===== config.mk =====
export PLATFORM = sky130hd
export DESIGN_NAME = kamacore_stage_mem
export DESIGN_NICKNAME = d
export VERILOG_FILES = /design/src/rtl/kamacore_stage_mem.sv
export SDC_FILE = /design/constraint.sdc
export NUM_CORES = 1
export LEC_CHECK = 0
export ABC_AREA = 1
export ABC_CLOCK_PERIOD_IN_PS = 3000
export BUFFER_PORTS_ARGS = -buffer_cell sky130_fd_sc_hd__buf_2
export CAP_MARGIN = 15
export CORE_UTILIZATION = 45
export CTS_CLUSTER_DIAMETER = 120
export DETAILED_ROUTE_END_ITERATION = 7
export PLACE_DENSITY_LB_ADDON = 0.12
export SYNTH_ARGS = -nofsm -noshare
export SYNTH_HDL_FRONTEND = slang
export SYNTH_SLANG_ARGS = --single-unit

===== constraint.sdc =====
create_clock -name clk -period 3 [get_ports clk]
set_input_delay 0.15 -clock clk [delete_from_list [all_inputs] [get_ports clk]]
set_output_delay 0.15 -clock clk [all_outputs]
set_load 0.02 [all_outputs]

===== src/rtl/kamacore_stage_mem.sv =====
// Memory stage: runs RV32I loads/stores on a req/gnt/rvalid port; everything else goes straight to MEM->WB.
// Latency: pass-through 1 cycle, store 1 cycle after gnt, load 1 cycle after rvalid; EX is stalled (ready low) while busy.
module kamacore_stage_mem #(
    parameter int CPU_WIDTH = 32
) (
    input  logic                 clk,
    input  logic                 rst,
    input  logic                 ex_mem_valid,
    output logic                 ex_mem_ready,
    input  logic [CPU_WIDTH-1:0] ex_mem_alu_result,
    input  logic [CPU_WIDTH-1:0] ex_mem_rs2_data,
    input  logic [31:0]          ex_mem_instruction,
    output logic                 dmem_req,
    output logic                 dmem_we,
    output logic [CPU_WIDTH-1:0] dmem_addr,
    output logic [3:0]           dmem_be,
    output logic [CPU_WIDTH-1:0] dmem_wdata,
    input  logic                 dmem_gnt,
    input  logic                 dmem_rvalid,
    input  logic [CPU_WIDTH-1:0] dmem_rdata,
    output logic                 mem_wb_valid,
    output logic [CPU_WIDTH-1:0] mem_wb_result,
    output logic [31:0]          mem_wb_instruction,
    output logic                 mem_wb_fault
);

    typedef enum logic [1:0] {
        IDLE = 2'd0,
        REQ  = 2'd1,
        WAIT = 2'd2
    } state_t;

    state_t state, state_nxt;

    logic [CPU_WIDTH-1:0] lat_ea;
    logic [31:0]          lat_instr;

    // Decode of the incoming EX->MEM entry.
    logic [6:0]           opcode;
    logic [2:0]           funct3;
    logic                 is_load, is_store;
    logic                 misalign, illegal, acc_fault;
    logic [3:0]           st_be;
    logic [CPU_WIDTH-1:0] st_wdata;

    always_comb begin
        opcode   = ex_mem_instruction[6:0];
        funct3   = ex_mem_instruction[14:12];
        is_load  = (opcode == 7'b0000011);
        is_store = (opcode == 7'b0100011);
        misalign = ((funct3[1:0] == 2'b01) && ex_mem_alu_result[0]) ||
                   ((funct3[1:0] == 2'b10) && (ex_mem_alu_result[1:0] != 2'b00));
        illegal  = (is_load  && ((funct3 == 3'b011) || (funct3 == 3'b110) || (funct3 == 3'b111))) ||
                   (is_store && (funct3 >= 3'b011));
        acc_fault = (is_load || is_store) && (misalign || illegal);
        case (funct3[1:0])
            2'b00: begin
                st_be    = 4'b0001 << ex_mem_alu_result[1:0];
                st_wdata = {4{ex_mem_rs2_data[7:0]}};
            end
            2'b01: begin
                st_be    = ex_mem_alu_result[1] ? 4'b1100 : 4'b0011;
                st_wdata = {2{ex_mem_rs2_data[15:0]}};
            end
            default: begin
                st_be    = 4'b1111;
                st_wdata = ex_mem_rs2_data;
            end
        endcase
    end

    // Lane select and extension of returned load data, using the latched address/funct3.
    logic [7:0]           ld_byte;
    logic [15:0]          ld_half;
    logic [CPU_WIDTH-1:0] ld_ext;
    logic [2:0]           lat_f3;

    always_comb begin
        lat_f3 = lat_instr[14:12];
        case (lat_ea[1:0])
            2'b00:   ld_byte = dmem_rdata[7:0];
            2'b01:   ld_byte = dmem_rdata[15:8];
            2'b10:   ld_byte = dmem_rdata[23:16];
            default: ld_byte = dmem_rdata[31:24];
        endcase
        ld_half = lat_ea[1] ? dmem_rdata[31:16] : dmem_rdata[15:0];
        case (lat_f3)
            3'b000:  ld_ext = {{24{ld_byte[7]}}, ld_byte};
            3'b001:  ld_ext = {{16{ld_half[15]}}, ld_half};
            3'b100:  ld_ext = {24'd0, ld_byte};
            3'b101:  ld_ext = {16'd0, ld_half};
            default: ld_ext = dmem_rdata;
        endcase
    end

    logic accept_access, wb_pass, wb_store, wb_load;

    always_ff @(posedge clk) begin
        if (rst) state <= IDLE;
        else     state <= state_nxt;
    end

    always_comb begin
        state_nxt     = state;
        ex_mem_ready  = 1'b0;
        dmem_req      = 1'b0;
        accept_access = 1'b0;
        wb_pass       = 1'b0;
        wb_store      = 1'b0;
        wb_load       = 1'b0;
        case (state)
            IDLE: begin
                ex_mem_ready = 1'b1;
                if (ex_mem_valid && (is_load || is_store) && !acc_fault) begin
                    accept_access = 1'b1;
                    state_nxt     = REQ;
                end else begin
                    wb_pass = 1'b1;
                end
            end
            REQ: begin
                dmem_req = 1'b1;
                if (dmem_gnt) begin
                    if (dmem_we) begin
                        wb_store  = 1'b1;
                        state_nxt = IDLE;
                    end else begin
                        state_nxt = WAIT;
                    end
                end
            end
            WAIT: begin
                if (dmem_rvalid) begin
                    wb_load   = 1'b1;
                    state_nxt = IDLE;
                end
            end
            default: state_nxt = IDLE;
        endcase
    end

    // Request fields are latched on accept so they stay stable until gnt.
    always_ff @(posedge clk) begin
        if (rst) begin
            lat_ea     <= '0;
            lat_instr  <= '0;
            dmem_we    <= 1'b0;
            dmem_addr  <= '0;
            dmem_be    <= 4'b0000;
            dmem_wdata <= '0;
        end else if (accept_access) begin
            lat_ea     <= ex_mem_alu_result;
            lat_instr  <= ex_mem_instruction;
            dmem_we    <= is_store;
            dmem_addr  <= {ex_mem_alu_result[CPU_WIDTH-1:2], 2'b00};
            dmem_be    <= is_store ? st_be : 4'b1111;
            dmem_wdata <= is_store ? st_wdata : '0;
        end
    end

    always_ff @(posedge clk) begin
        if (rst) begin
            mem_wb_valid       <= 1'b0;
            mem_wb_result      <= '0;
            mem_wb_instruction <= '0;
            mem_wb_fault       <= 1'b0;
        end else begin
            mem_wb_valid <= 1'b0;
            mem_wb_fault <= 1'b0;
            if (wb_pass && ex_mem_valid) begin
                mem_wb_valid       <= 1'b1;
                mem_wb_result      <= ex_mem_alu_result;
                mem_wb_instruction <= ex_mem_instruction;
                mem_wb_fault       <= acc_fault;
            end else if (wb_store) begin
                mem_wb_valid       <= 1'b1;
                mem_wb_result      <= lat_ea;
                mem_wb_instruction <= lat_instr;
            end else if (wb_load) begin
                mem_wb_valid       <= 1'b1;
                mem_wb_result      <= ld_ext;
                mem_wb_instruction <= lat_instr;
            end
        end
    end

endmodule


==> results of run 1 <==
[cells by family after synthesis]
| logic type | share of synthesized area (%) |
|---|---|
| AOI/OAI and AO/OA | 14.22 |
| other | 0.04538 |
| DFF | 40.94 |
| and+or+nand+nor | 33.23 |
| buffers and inverters | 11.57 |
[metal layers]
layer	wire, um	vias to the layer above
met3	1813	35
met1	11650	3994
met5	8	-
met4	413	2
met2	12590	288
li1	-	4450
[worst max-delay path by stage]
| stage | slack (ps) | to | start | cells past startpoint |
|---|---|---|---|---|
| after detailed placement | 680 | mem_wb_result[19] | lat_ea[1] | 8 |
| after floorplan | 1410 | mem_wb_result[14] | dmem_we | 9 |
| after global placement | 680 | mem_wb_result[19] | lat_ea[1] | 8 |
| final | 650 | mem_wb_result[20] | lat_ea[1] | 8 |
| after global routing | 380 | mem_wb_result[19] | lat_ea[1] | 8 |
| after CTS | 630 | mem_wb_result[20] | lat_ea[1] | 8 |
[layout by cell type (no fill, tap or decap), types with 2 or more instances in the layout]
cell type / n
a21boi_0: 2
o21ai_1: 24
nand2_1: 467
conb_1: 2
diode_2: 2
o21ai_0: 69
or2_2: 20
nand4_1: 33
inv_1: 74
buf_4: 12
dlygate4sd3_1: 46
nor2_2: 4
bufinv_16: 3
buf_12: 3
nand3_1: 62
clkinv_4: 4
clkbuf_16: 17
inv_2: 5
nand3_4: 2
nor2_1: 61
nor3_1: 2
o22ai_1: 7
buf_2: 267
a21oi_1: 119
nor2_4: 2
inv_6: 3
dfxtp_1: 169
clkinv_2: 3
o21a_1: 2
[cell type report]
| class | instances | area share, % |
|---|---|---|
| multi-input cells | 888 | 37.74 |
| clock buffers | 19 | 4.225 |
| well taps | 229 | 2.733 |
| diodes | 2 | 0.04774 |
| flip-flops and latches | 169 | 32.27 |
| inverters | 79 | 2.828 |
| repair buffers | 328 | 18.57 |
| clock inverters | 13 | 1.587 |
[critical path: stages (launching register included)]
cell and delay [ps]:
dfxtp_1 690, inv_1 370, nand2_1 170, nand3_1 420
nand2_1 300, nor2_1 70, nor2_1 130, nor2_1 50
nor2_1 80
[registers in the layout, indices dropped and copies added, names as in the netlist]
signal              cells
mem_wb_result          32
lat_ea                 32
dmem_wdata             32
mem_wb_fault            1
dmem_be                 4
lat_instr              32
state                   2
mem_wb_valid            1
mem_wb_instruction     32
dmem_we                 1
[power by group]
part | total, mW | internal [mW] | switching (mW)
registers | 2.32 | 2.29 | 0.0265
clock network | 2.30 | 1.34 | 0.961
logic | 0.604 | 0.232 | 0.372
[per-stage QoR]
step                cell area (um^2)  cells  hold WS, ps  utilization, %
finish                         10480   1727        17.35           58.36
global route                   10480   1725        1.268           58.33
CTS                            10480   1725       0.1657           58.33
detailed placement              9409   1647        409.8           52.38
global placement                9409   1647        403.5           52.38
floorplan                       8268   1251        292.7               -
==> flow_metrics.py, run 1 <==
metrics = {
    "outcome": {
        "outcome": "finished clean",
    },
    "synth": {
        "synth_cell_type_count": 34,
        "yosysMostFrequentCell": "nand2_1",
        "ys.flop_type": "dfxtp_1",
        "ys_ff_latch": 169,
        "synthesis.area_mm2": 0.008264,
        "yosysTopAreaCell": "dfxtp_1",
        "synthTopCellsByArea": "dfxtp_1 41%, nand2_1 21%, a21oi_1 7.2%",
        "postSynthCellCount": 1250,
        "ys_seq_area_share_pct": 40.94,
        "synth_area_per_cell_um2": 6.611,
        "yosysTopAreaCellShare_pct": 40.94,
        "async_flop_share_pct": 0,
        "yosysWarnings": 0,
        "synthTopCellsByCount": "467 x nand2_1, 169 x dfxtp_1, 119 x a21oi_1",
        "synth-edff-count": 0,
    },
    "clocking": {
        "htreeDepth": 4,
        "post_cts_resized": 0,
        "numCtsBuffers": 17,
        "cts_tree": "done",
        "clk_latency_ps": 430,
        "clockRootBuffer": "clkbuf_16",
        "clk_pin_slew_ps": 70,
        "post_cts.repair.setup_buffers": 0,
        "clk_path_buf_depth": 2,
        "cts.hold.buffers_added": 46,
        "clock-sinks": 169,
    },
    "sta": {
        "final_hold_viol_count": 0,
        "final.period_utilization_pct": 78.42,
        "min_period_ps": 2352,
        "tns_ps": 0,
        "tightestPinTransition_ps": 1003,
        "rsz0062_at_grt": "false",
        "finalWorstSetupSlack_ps": 647.5,
        "fin_worst_skew_ps": 15.76,
        "max_clock_freq_mhz": 425.1,
        "max_slew_margin_pct": 33.04,
        "final_max_slew_viol_count": 0,
        "setup_viol": 0,
    },
    "finish": {
        "fillCellCount": 1796,
        "final_nets": 1616,
        "multi_input_area_mm2": 0.003956,
        "regArea_mm2": 0.003383,
        "drive_gt1_share_pct": 23.40,
        "area_delta_synth_final_pct": 26.86,
    },
    "critical_path": {
        "critPathArrivalTime_ps": 2710,
        "cp-start-kind": "register",
        "rr_endpoint": "mem_wb_result[20]",
        "crit_path_max_fanout": 18,
        "worst_setup_path_end_kind": "register",
        "r2r_setup_slack_ps": 650,
        "worstReg2RegStart": "lat_ea[1]",
        "rr_worst_depth": 8,
        "critPathRequiredTime_ps": 3360,
        "worstSetupPathType": "reg -> reg",
    },
    "hold_path": {
        "min_from": "ex_mem_rs2_data[3]",
        "hold_end": "dmem_wdata[3]",
        "min_path_cells": 3,
        "hold_path.class": "in -> reg",
    },
    "grt": {
        "grt_start_max_net_pins": 79,
        "grt_use_met1_pct": 34.68,
        "grt-ovfl-total": 0,
        "grt_pass1_wl_mm": 40.28,
        "grtUsageMet2_pct": 45.92,
        "met3_usage_pct": 6.586,
        "grtUsageTotal_pct": 27.62,
        "busiest_layer": "met2",
        "antenna_found_initial": 1,
        "grt_pass1_vias": 7892,
    },
    "route": {
        "drt-initial-drc-count": 522,
        "avgRoutedWirePerCell_um": 15.33,
        "via_per_inst": 5.078,
        "vias": 8769,
        "drc_errors": 0,
        "drt-total-wl_mm": 26.48,
        "ant_nets": 0,
        "drt_first_pass_iters": 5,
    },
    "place": {
        "io_buffers": 267,
        "gp_congestion": 0.8581,
        "pre_cts_slack_ps": 683.9,
        "dp_hpwl_mm": 17.59,
    },
    "pwr": {
        "total_power_mw": 5.229,
        "powerDensity_mw_per_mm2": 498.8,
        "ir_drop_v": 0.0003921,
        "power_leakage_nw": 5.243,
    },
    "floorplan": {
        "die_y_um": 137.5,
        "fp-row-count": 49,
        "die_w_um": 137.5,
        "die-area_mm2": 0.01891,
        "start_util_pct": 46.01,
        "io_pins": 270,
        "coreArea_mm2": 0.01796,
    },
    "run": {
        "maxCapViolCount": 0,
    },
}
No activity file was read; power rests on OpenSTA's default activity.
==> run 2, diff against run 1 <==
--- a/config.mk
+++ b/config.mk
@@ -6,7 +6,7 @@
 export NUM_CORES = 1
 export LEC_CHECK = 0
 export ABC_AREA = 1
-export ABC_CLOCK_PERIOD_IN_PS = 3000
+export ABC_CLOCK_PERIOD_IN_PS = 2200
 export BUFFER_PORTS_ARGS = -buffer_cell sky130_fd_sc_hd__buf_2
 export CAP_MARGIN = 15
 export CORE_UTILIZATION = 45
==> constraint.sdc (replaced) <==
create_clock -name clk -period 2.2 [get_ports clk]
set_input_delay 0.11 -clock clk [delete_from_list [all_inputs] [get_ports clk]]
set_output_delay 0.11 -clock clk [all_outputs]
set_load 0.02 [all_outputs]
==> run 2 against run 1 <==
Register-to-register slack worse by 350 ps. Wire length is 1.8% lower. Sequential power is 37% higher. Die area stayed put. Cell count is 1.2% higher. First-iteration DRC count is 12% higher. Non-clock buffer count is 23 higher. Via count is 0.90% higher. Global-route usage is 0.099 points lower. Highest routed layer unchanged.
==> flow_metrics.py, run 2 (synthesis results as in run 1) <==
metrics = {
    "critical_path": {
        "r2r_setup_slack_ps": 300,
        "critPathRequiredTime_ps": 2570,
        "worst_setup_path_end_kind": "register",
        "worstSetupPathType": "reg -> reg",
        "critPathArrivalTime_ps": 2270,
        "cp-start-kind": "register",
        "rr_worst_depth": 9,
        "worstReg2RegStart": "state[1]",
        "rr_endpoint": "mem_wb_instruction[26]",
        "crit_path_max_fanout": 47,
    },
    "finish": {
        "final_nets": 1639,
        "multi_input_area_mm2": 0.003956,
        "final_area_mm2": 0.01068,
        "layoutNonFillerInstCount": 1748,
        "regArea_mm2": 0.003383,
        "drive_gt1_share_pct": 23.52,
        "area_delta_synth_final_pct": 29.17,
        "final_common_cell": "nand2_1",
        "fin_util_pct": 59.43,
        "fillCellCount": 1806,
        "final_cell_mix": "467 x nand2_1, 267 x buf_2, 169 x dfxtp_1",
    },
    "sta": {
        "fin_worst_skew_ps": 14.53,
        "tns_ps": 0,
        "rsz0062_at_grt": "false",
        "final_hold_viol_count": 0,
        "final_max_slew_viol_count": 0,
        "min_period_ps": 1900,
        "setup_viol": 0,
        "max_slew_margin_pct": 58.99,
        "final.period_utilization_pct": 86.35,
        "tightestPinTransition_ps": 615.1,
        "max_clock_freq_mhz": 526.4,
    },
    "floorplan": {
        "die_w_um": 137.5,
        "start_util_pct": 46.01,
        "die-area_mm2": 0.01891,
        "die_y_um": 137.5,
        "io_pins": 270,
        "fp-row-count": 49,
        "coreArea_mm2": 0.01796,
    },
    "place": {
        "dp_hpwl_mm": 17.21,
        "placed_area_mm2": 0.009494,
        "placedCellCount": 1655,
        "gp_congestion": 0.8846,
        "io_buffers": 267,
    },
    "grt": {
        "antenna_found_initial": 1,
        "grt_pass1_wl_mm": 40.26,
        "grtUsageTotal_pct": 27.52,
        "grt_pass1_vias": 7860,
        "grt_start_max_net_pins": 81,
        "grt-ovfl-total": 0,
    },
    "clocking": {
        "cts_tree": "done",
        "post_cts.repair.setup_buffers": 0,
        "post_cts_resized": 0,
        "cts.hold.buffers_added": 61,
        "numCtsBuffers": 17,
        "htreeDepth": 4,
        "clock-sinks": 169,
        "clk_path_buf_depth": 2,
        "clk_pin_slew_ps": 70,
        "clockRootBuffer": "clkbuf_16",
        "clk_latency_ps": 440,
    },
    "route": {
        "ant_nets": 0,
        "via_per_inst": 5.062,
        "drt_first_pass_iters": 5,
        "vias": 8848,
        "drc_errors": 0,
        "drt-initial-drc-count": 583,
        "avgRoutedWirePerCell_um": 14.88,
        "drt-total-wl_mm": 26.01,
    },
    "hold_path": {
        "min_path_cells": 5,
        "hold_end": "dmem_wdata[16]",
        "hold_path.class": "in -> reg",
        "min_from": "ex_mem_rs2_data[16]",
    },
    "pwr": {
        "powerDensity_mw_per_mm2": 653.4,
        "power_leakage_nw": 5.325,
        "ir_drop_v": 0.0005114,
    },
    "run": {
        "maxCapViolCount": 0,
    },
    "outcome": {
        "outcome": "finished clean",
    },
}
-- run 2: stage by stage --
stage	hold slack (ps)	power [mW]	setup slack (ps)
5_1_grt	20.65	7.248	134.5
3_5_place_dp	371.4	4.001	334.0
3_3_place_gp	361.7	3.999	370.2
4_1_cts	4.798	7.010	305.2
6_report	22.41	6.976	300.3
2_1_floorplan	252.7	3.676	609.9
-- run 2: worst max-delay path, cell delays in order, from the launching register on --
cell     delay [ps]
dfxtp_1         420
inv_1            80
nand2_1         110
nor2_2           60
a31oi_1         330
nand2_2         220
nor2_4          160
buf_12          250
nand2_1          90
nand2_1          80
-- run 2: routing by layer --
layer  routed length, um  global-route usage (%)
met1               11480                   35.04
met3                1934                   7.174
met5                  10                       0
met4                 540                   8.486
met2               12050                   45.25
-- run 2: how the worst max path moves through the flow --
stage	from	end	slack, ps	cells after the start
CTS	state[1]	mem_wb_instruction[24]	310	9
finish	state[1]	mem_wb_instruction[26]	300	9
global placement	state[1]	mem_wb_result[7]	370	12
global route	lat_ea[1]	mem_wb_result[22]	130	9
detailed placement	state[1]	mem_wb_result[15]	330	9
floorplan	dmem_we	mem_wb_result[14]	610	9
-- run 2: area by class of cell --
cell class,count,area share [%]
inverters,79,2.778
flip-flops and latches,169,31.69
clock buffers,20,4.278
clock inverters,11,1.043
multi-input cells,888,37.06
repair buffers,351,20.44
diodes,1,0.02344
well taps,229,2.684
-- run 2: power breakdown --
part	leakage, nW	switching (mW)	internal (mW)
clock	0.274	1.32	1.63
sequential	1.37	0.0363	3.13
combinational	3.68	0.512	0.342
